**src/rtl/branch_resolve_unit.sv**
```systemverilog
// EX-stage branch/JLR resolver: registered redirect pulses, multi-cycle front-end flush.
// Optional 2-bit BHT prediction for fetch, enabled by defining BRANCH_PREDICT_EN.
module branch_resolve_unit #(
  parameter int unsigned       DATA_W       = 16,
  parameter int unsigned       OPC_W        = 4,
  parameter logic [OPC_W-1:0]  OPC_BEQ      = OPC_W'(4'b1100),
  parameter logic [OPC_W-1:0]  OPC_JLR      = OPC_W'(4'b1001),
  parameter int unsigned       BHT_DEPTH    = 16,
  parameter int unsigned       FLUSH_CYCLES = 2
) (
  input  logic              clk,
  input  logic              rst_n,
  input  logic              ex_valid,
  input  logic [OPC_W-1:0]  opcode,
  input  logic [DATA_W-1:0] ALU_out,
  input  logic [DATA_W-1:0] ex_pc,
  input  logic              ex_pred_taken,
  input  logic [DATA_W-1:0] if_pc,
  output logic              pred_taken,
  output logic              is_taken,
  output logic              is_jlr,
  output logic              fix_nt,
  output logic [DATA_W-1:0] redirect_pc,
  output logic              mispredict,
  output logic              flush
);

  localparam int unsigned IDX_W = (BHT_DEPTH > 1) ? $clog2(BHT_DEPTH) : 1;
  localparam int unsigned CNT_W = (FLUSH_CYCLES > 1) ? $clog2(FLUSH_CYCLES) : 1;

  typedef enum logic {ST_IDLE, ST_FLUSH} state_t;

  state_t            state_q, state_d;
  logic [CNT_W-1:0]  cnt_q, cnt_d;
  logic              is_taken_q, is_taken_d;
  logic              is_jlr_q, is_jlr_d;
  logic              fix_nt_q, fix_nt_d;
  logic              mispredict_q, mispredict_d;
  logic              flush_q, flush_d;
  logic [DATA_W-1:0] redirect_pc_q, redirect_pc_d;

  logic accept, beq_acc, jlr_acc, actual, pred_eff;
  logic unused_c;

  assign unused_c = ^{ex_pred_taken, if_pc};

`ifdef BRANCH_PREDICT_EN
  assign pred_eff = ex_pred_taken;
`else
  assign pred_eff = 1'b0;
`endif

  // Resolve the EX instruction and compute next FSM state and pulses.
  always_comb begin
    state_d       = state_q;
    cnt_d         = cnt_q;
    redirect_pc_d = redirect_pc_q;

    accept  = ex_valid && (state_q == ST_IDLE);
    beq_acc = accept && (opcode == OPC_BEQ);
    jlr_acc = accept && (opcode == OPC_JLR);
    actual  = (ALU_out == '0);

    is_jlr_d     = jlr_acc;
    is_taken_d   = beq_acc && actual && !pred_eff;
    fix_nt_d     = beq_acc && !actual && pred_eff;
    mispredict_d = is_taken_d || fix_nt_d;

    case (state_q)
      ST_IDLE: begin
        if (jlr_acc || mispredict_d) begin
          state_d = ST_FLUSH;
          cnt_d   = CNT_W'(FLUSH_CYCLES - 1);
        end
      end
      ST_FLUSH: begin
        if (cnt_q == '0) state_d = ST_IDLE;
        else             cnt_d   = cnt_q - CNT_W'(1);
      end
      default: state_d = ST_IDLE;
    endcase

    flush_d = (state_d == ST_FLUSH);
    if (fix_nt_d) redirect_pc_d = ex_pc + DATA_W'(1);
  end

  always_ff @(posedge clk or negedge rst_n) begin
    if (!rst_n) begin
      state_q       <= ST_IDLE;
      cnt_q         <= '0;
      is_taken_q    <= 1'b0;
      is_jlr_q      <= 1'b0;
      fix_nt_q      <= 1'b0;
      mispredict_q  <= 1'b0;
      flush_q       <= 1'b0;
      redirect_pc_q <= '0;
    end else begin
      state_q       <= state_d;
      cnt_q         <= cnt_d;
      is_taken_q    <= is_taken_d;
      is_jlr_q      <= is_jlr_d;
      fix_nt_q      <= fix_nt_d;
      mispredict_q  <= mispredict_d;
      flush_q       <= flush_d;
      redirect_pc_q <= redirect_pc_d;
    end
  end

  assign is_taken    = is_taken_q;
  assign is_jlr      = is_jlr_q;
  assign fix_nt      = fix_nt_q;
  assign mispredict  = mispredict_q;
  assign flush       = flush_q;
  assign redirect_pc = redirect_pc_q;

`ifdef BRANCH_PREDICT_EN
  logic [1:0]       bht_q [BHT_DEPTH];
  logic [IDX_W-1:0] wr_idx;

  assign wr_idx = ex_pc[IDX_W-1:0];

  // Saturating 2-bit counters; reads see the pre-update value (no bypass).
  always_ff @(posedge clk or negedge rst_n) begin
    if (!rst_n) begin
      for (int i = 0; i < int'(BHT_DEPTH); i++) bht_q[i] <= 2'b01;
    end else if (beq_acc) begin
      if (actual && (bht_q[wr_idx] != 2'b11))
        bht_q[wr_idx] <= bht_q[wr_idx] + 2'd1;
      else if (!actual && (bht_q[wr_idx] != 2'b00))
        bht_q[wr_idx] <= bht_q[wr_idx] - 2'd1;
    end
  end

  assign pred_taken = bht_q[if_pc[IDX_W-1:0]][1];
`else
  assign pred_taken = 1'b0;
`endif

endmodule
```
**config.mk**
```make
export PLATFORM = sky130hd
export DESIGN_NAME = branch_resolve_unit
export DESIGN_NICKNAME = d
export VERILOG_FILES = /design/src/rtl/branch_resolve_unit.sv
export SDC_FILE = /design/constraint.sdc
export NUM_CORES = 1
export LEC_CHECK = 0
export ABC_AREA = 1
export BUFFER_PORTS_ARGS = -buffer_cell sky130_fd_sc_hd__buf_2
export CORE_MARGIN = 1.5
export CORE_UTILIZATION = 23
export DETAILED_ROUTE_END_ITERATION = 10
export PLACE_DENSITY = 0.82
export SLEW_MARGIN = 20
export SYNTH_ARGS = -nofsm -noshare
export SYNTH_HDL_FRONTEND = slang
export SYNTH_SLANG_ARGS = --single-unit
```
**constraint.sdc**
```tcl
create_clock -name clk -period 0.9 [get_ports clk]
set_clock_uncertainty 0.05 [all_clocks]
set_input_delay 0.09 -clock clk [delete_from_list [all_inputs] [get_ports clk]]
set_output_delay 0.09 -clock clk [all_outputs]
set_load 0.005 [all_outputs]
```
## Word-level counts from Yosys, hierarchy flattened

Cells that the tools add are included.

| cells by class | value |
|---|---|
| reductions and logical operators | 6 |
| equal/unequal tests | 3 |
| muxes and demuxes | 6 |
| add/sub/neg operators | 1 |
| bitwise logic cells | 1 |

Operators with widths:

| operator | count |
|---|---|
| $logic_not 16->1 | 1 |
| $eq 4x4->1 const B | 2 |
| $logic_and 1x1->1 | 4 |
| $mux 1 | 4 |
| $pmux 1 s2 | 2 |
| $ne 2x1->1 const B | 1 |
| $logic_or 1x1->1 | 1 |
| $not 1->1 | 1 |
| $sub 1x1->1 const B | 1 |

| word-level totals | value |
|---|---|
| word-level logic and storage cells | 21 |
| bits in registers | 4 |
| bits of input ports | 56 |
| output and inout port bits | 22 |

## Depth between registers and ports, before layout

| logic depth | value |
|---|---|
| word-level depth | 7 |
| depth in mapped cells | 6 |

## Worst setup path before layout

Ideal clock, no wire load.

| path | value |
|---|---|
| kind | register -> register |
| from | register, netlist name flush |
| to | register mispredict_q, in the netlist mispredict |
| library setup time | 80 ps |
| required time | 770 ps |
| setup slack | -1 ps |
| path buffers | 0 |
| data arrival time | 771 ps |
| stages on the path, launching flop included | 6 |
| cells stage by stage | dfrtp_1 > inv_2 > nand2_2 > inv_2 > nand3_1 > nor3_2 |

RTL lines:

| item | line | text |
|---|---|---|
| end signal, assigned | 103 | `mispredict_q <= mispredict_d;` |
| end, declared | 38 | `logic mispredict_q, mispredict_d;` |

## Final worst setup path

| path | value |
|---|---|
| from | register flush_q, in the netlist flush |
| to | output flush |

RTL lines:

| item | line | text |
|---|---|---|
| start, declared | 39 | `logic flush_q, flush_d;` |
| start signal, assigned | 104 | `flush_q <= flush_d;` |
| end, declared | 25 | `output logic flush` |

No word-level cell between the ends.

==> out/qor.yml <==
path_cells: "buf_2"
grt_pass1_wl_um: 1220
synth_top_area_share_pct: 32.0
cts_tree: "built"
cp_top_family: "flip-flops"
power.switching_uw: 161
ys_seq_area_share_pct: 22.5
synth-edff-count: 0
cts.sinks: 4
postRouteAntennaNets: 0
fin_crit_sh_pct: 99.4
max_freq_mhz: 1120
io_pins: 78
synth.most_common_cell: "buf_4"
r2r-end: "cnt_q$_DFFE_PN0P_"
p_seq_share_pct: 36.1
drive_gt1_share_pct: 41.5
r2r_cells: 5
synthDistinctLibCells: 14
clockRootBuffer: "clkbuf_4"
clockPowerShare_pct: 39.2
clockBufferDepth: 2
grt_max_degree: 5
syn_inst: 66
required_ns: 0.76
synth_top_area_cell: "buf_4"
vias: 441
worst-path-buf-inv: 1
rsz0062_at_grt: "true"
cap_violations: 0
die_x_um: 47.0
antenna_found_initial: 0
rrSetupSlack_ns: 0.005
final_util_pct: 31.8
combinationalPowerShare_pct: 24.7
report.final.slew_viol_count: 0
peakVddDrop_mv: 0.250
power.density_nw_per_um2: 1020
slowest_delay_ns: 0.39
outcome: "completed"
p_leak_nw: 0.323
setup_viol: 0
grt_pass1_vias: 359
hold_path_class: "in -> reg"
reg2reg_from: "flush$_DFF_PN0_"
syn-cell-area_um2: 445
swShare_pct: 28.2
p_int_uw: 410
grt_use_total_pct: 8.28
grt.overflow.total: 0
initial_core_util_pct: 25.2
core.rowCount: 15
yosysWarnings: 0
firstDrtPassIters: 2
totalWireLength_um: 833
synth_ff_type: "dfrtp_1"
netlist_top_cells_count: "buf_4 (19), nor2_1 (17), nand2_1 (8)"
clk_latency_ns: 0.24
cts_buffers: 3
fin_ws_ns: 0.00515
hold_end: "mispredict$_DFF_PN0_"
die_y_um: 47.0
hp-start: "ALU_out[4]"
crit_path_start_kind: "register"
core-area_um2: 1760
finalNetCount: 152
netlist_top_cells_area: "buf_4 (32%), dfrtp_1 (22%), nor2_1 (14%)"
crit_type: "reg -> out"
total_power_uw: 571
htreeDepth: 1
drc: 0
hold_viol: 0
arrival_ns: 0.75
crit_fanout: 3
avgViaCountPerCell: 3.71
layout_min_cycle_time_ns: 0.895
antennaDiodeCount: 0
dieArea_um2: 2210
port_buffers: 26
cts_setup_buffers: 0
place_ws_ns: -0.0221
dp_hpwl_um: 761
area_growth_pct: 25.8
async_reset_ff_share_pct: 100
path_clk_slew_ns: 0.04
hold_depth: 4
gp_congestion: 0.670
wl_per_cell_um: 7.00
fin_area_um2: 561
place_area_um2: 528
avgSynthCellArea_um2: 6.75
ys_ff_latch: 4
drt_iter0_drc: 2
end_kind: "primary output"
slowest_stage: "dfrtp_1"
through the flow:
step	TNS, ns	hold slack, ns	cells
2_1_floorplan	0	-0.256	83
3_3_place_gp	-0.0113	-0.157	115
3_5_place_dp	-0.0400	-0.155	115
4_1_cts	-0.0196	0.0880	119
5_1_grt	-0.156	0.110	119
6_report	0	0.0891	119
state kept, by name, indices dropped and copies added, names as in the netlist:
signal      flops
flush           1
mispredict      1
is_jlr          1
cnt_q           1
tightest hold or removal path: cells and delay by family:
kind | cells | cell delay, ns
buffers and inverters | 1 | 0.09
and+or+nand+nor | 3 | 0.16
metal layers:
| metal | routed length [um] | track usage [%] | share of wire, % |
|---|---|---|---|
| met5 | 0 | 0 | 0 |
| met4 | 22 | 8.33 | 2.6 |
| met3 | 85 | 1.15 | 10 |
| met1 | 258 | 7.82 | 31 |
| met2 | 466 | 14.8 | 56 |
power by group through the flow:
stage | Combinational, mW | Sequential (mW) | Clock, mW
after floorplan | 0.123 | 0.207 | 0
after global placement | 0.133 | 0.207 | 0
after detailed placement | 0.137 | 0.209 | 0
after CTS | 0.141 | 0.206 | 0.240
after global routing | 0.165 | 0.207 | 0.238
final | 0.141 | 0.206 | 0.224
cells in the final DEF, fill, tap and decap left out, drive strengths merged:
| cell type | count |
|---|---|
| dlygate4sd3 | 1 |
| buf | 26 |
| nand3 | 4 |
| nor2 | 21 |
| nand2 | 9 |
| inv | 4 |
| conb | 18 |
| nor3 | 1 |
| nand4 | 3 |
| clkbuf | 3 |
| dfrtp | 4 |
repair_timing:
item,in CTS,in global routing
endpoints found under the setup margin,3,5
endpoints found under the hold margin,4,0
pin swaps,3,0
hold buffers,1,0
gates resized for setup,0,0
cell type report:
class                   instances  area, um^2
clock buffers                   3        22.5
flip-flops and latches          4         100
well taps                      25        31.3
fillers                       209        1200
inverters                       4        15.0
multi-input cells              56         251
repair buffers                 27         140
logic make-up after synthesis:
group,after synthesis,share of synthesized area (%)
and+or+nand+nor,38,41.3
buffers and inverters,23,35.4
DFF,4,22.5
other,1,0.842
how the worst max path moves through the flow:
stage | cells after the start | slack, ns | startpoint | endpoint
2_1_floorplan | 5 | 0.03 | flush$_DFF_PN0_ | cnt_q$_DFFE_PN0P_
3_3_place_gp | 5 | -0.006 | flush$_DFF_PN0_ | flush$_DFF_PN0_
3_5_place_dp | 5 | -0.02 | flush$_DFF_PN0_ | cnt_q$_DFFE_PN0P_
4_1_cts | 5 | -0.008 | flush$_DFF_PN0_ | cnt_q$_DFFE_PN0P_
5_1_grt | 5 | -0.06 | flush$_DFF_PN0_ | cnt_q$_DFFE_PN0P_
6_report | 1 | 0.005 | flush$_DFF_PN0_ | flush
(Power assumes the default switching activity.)
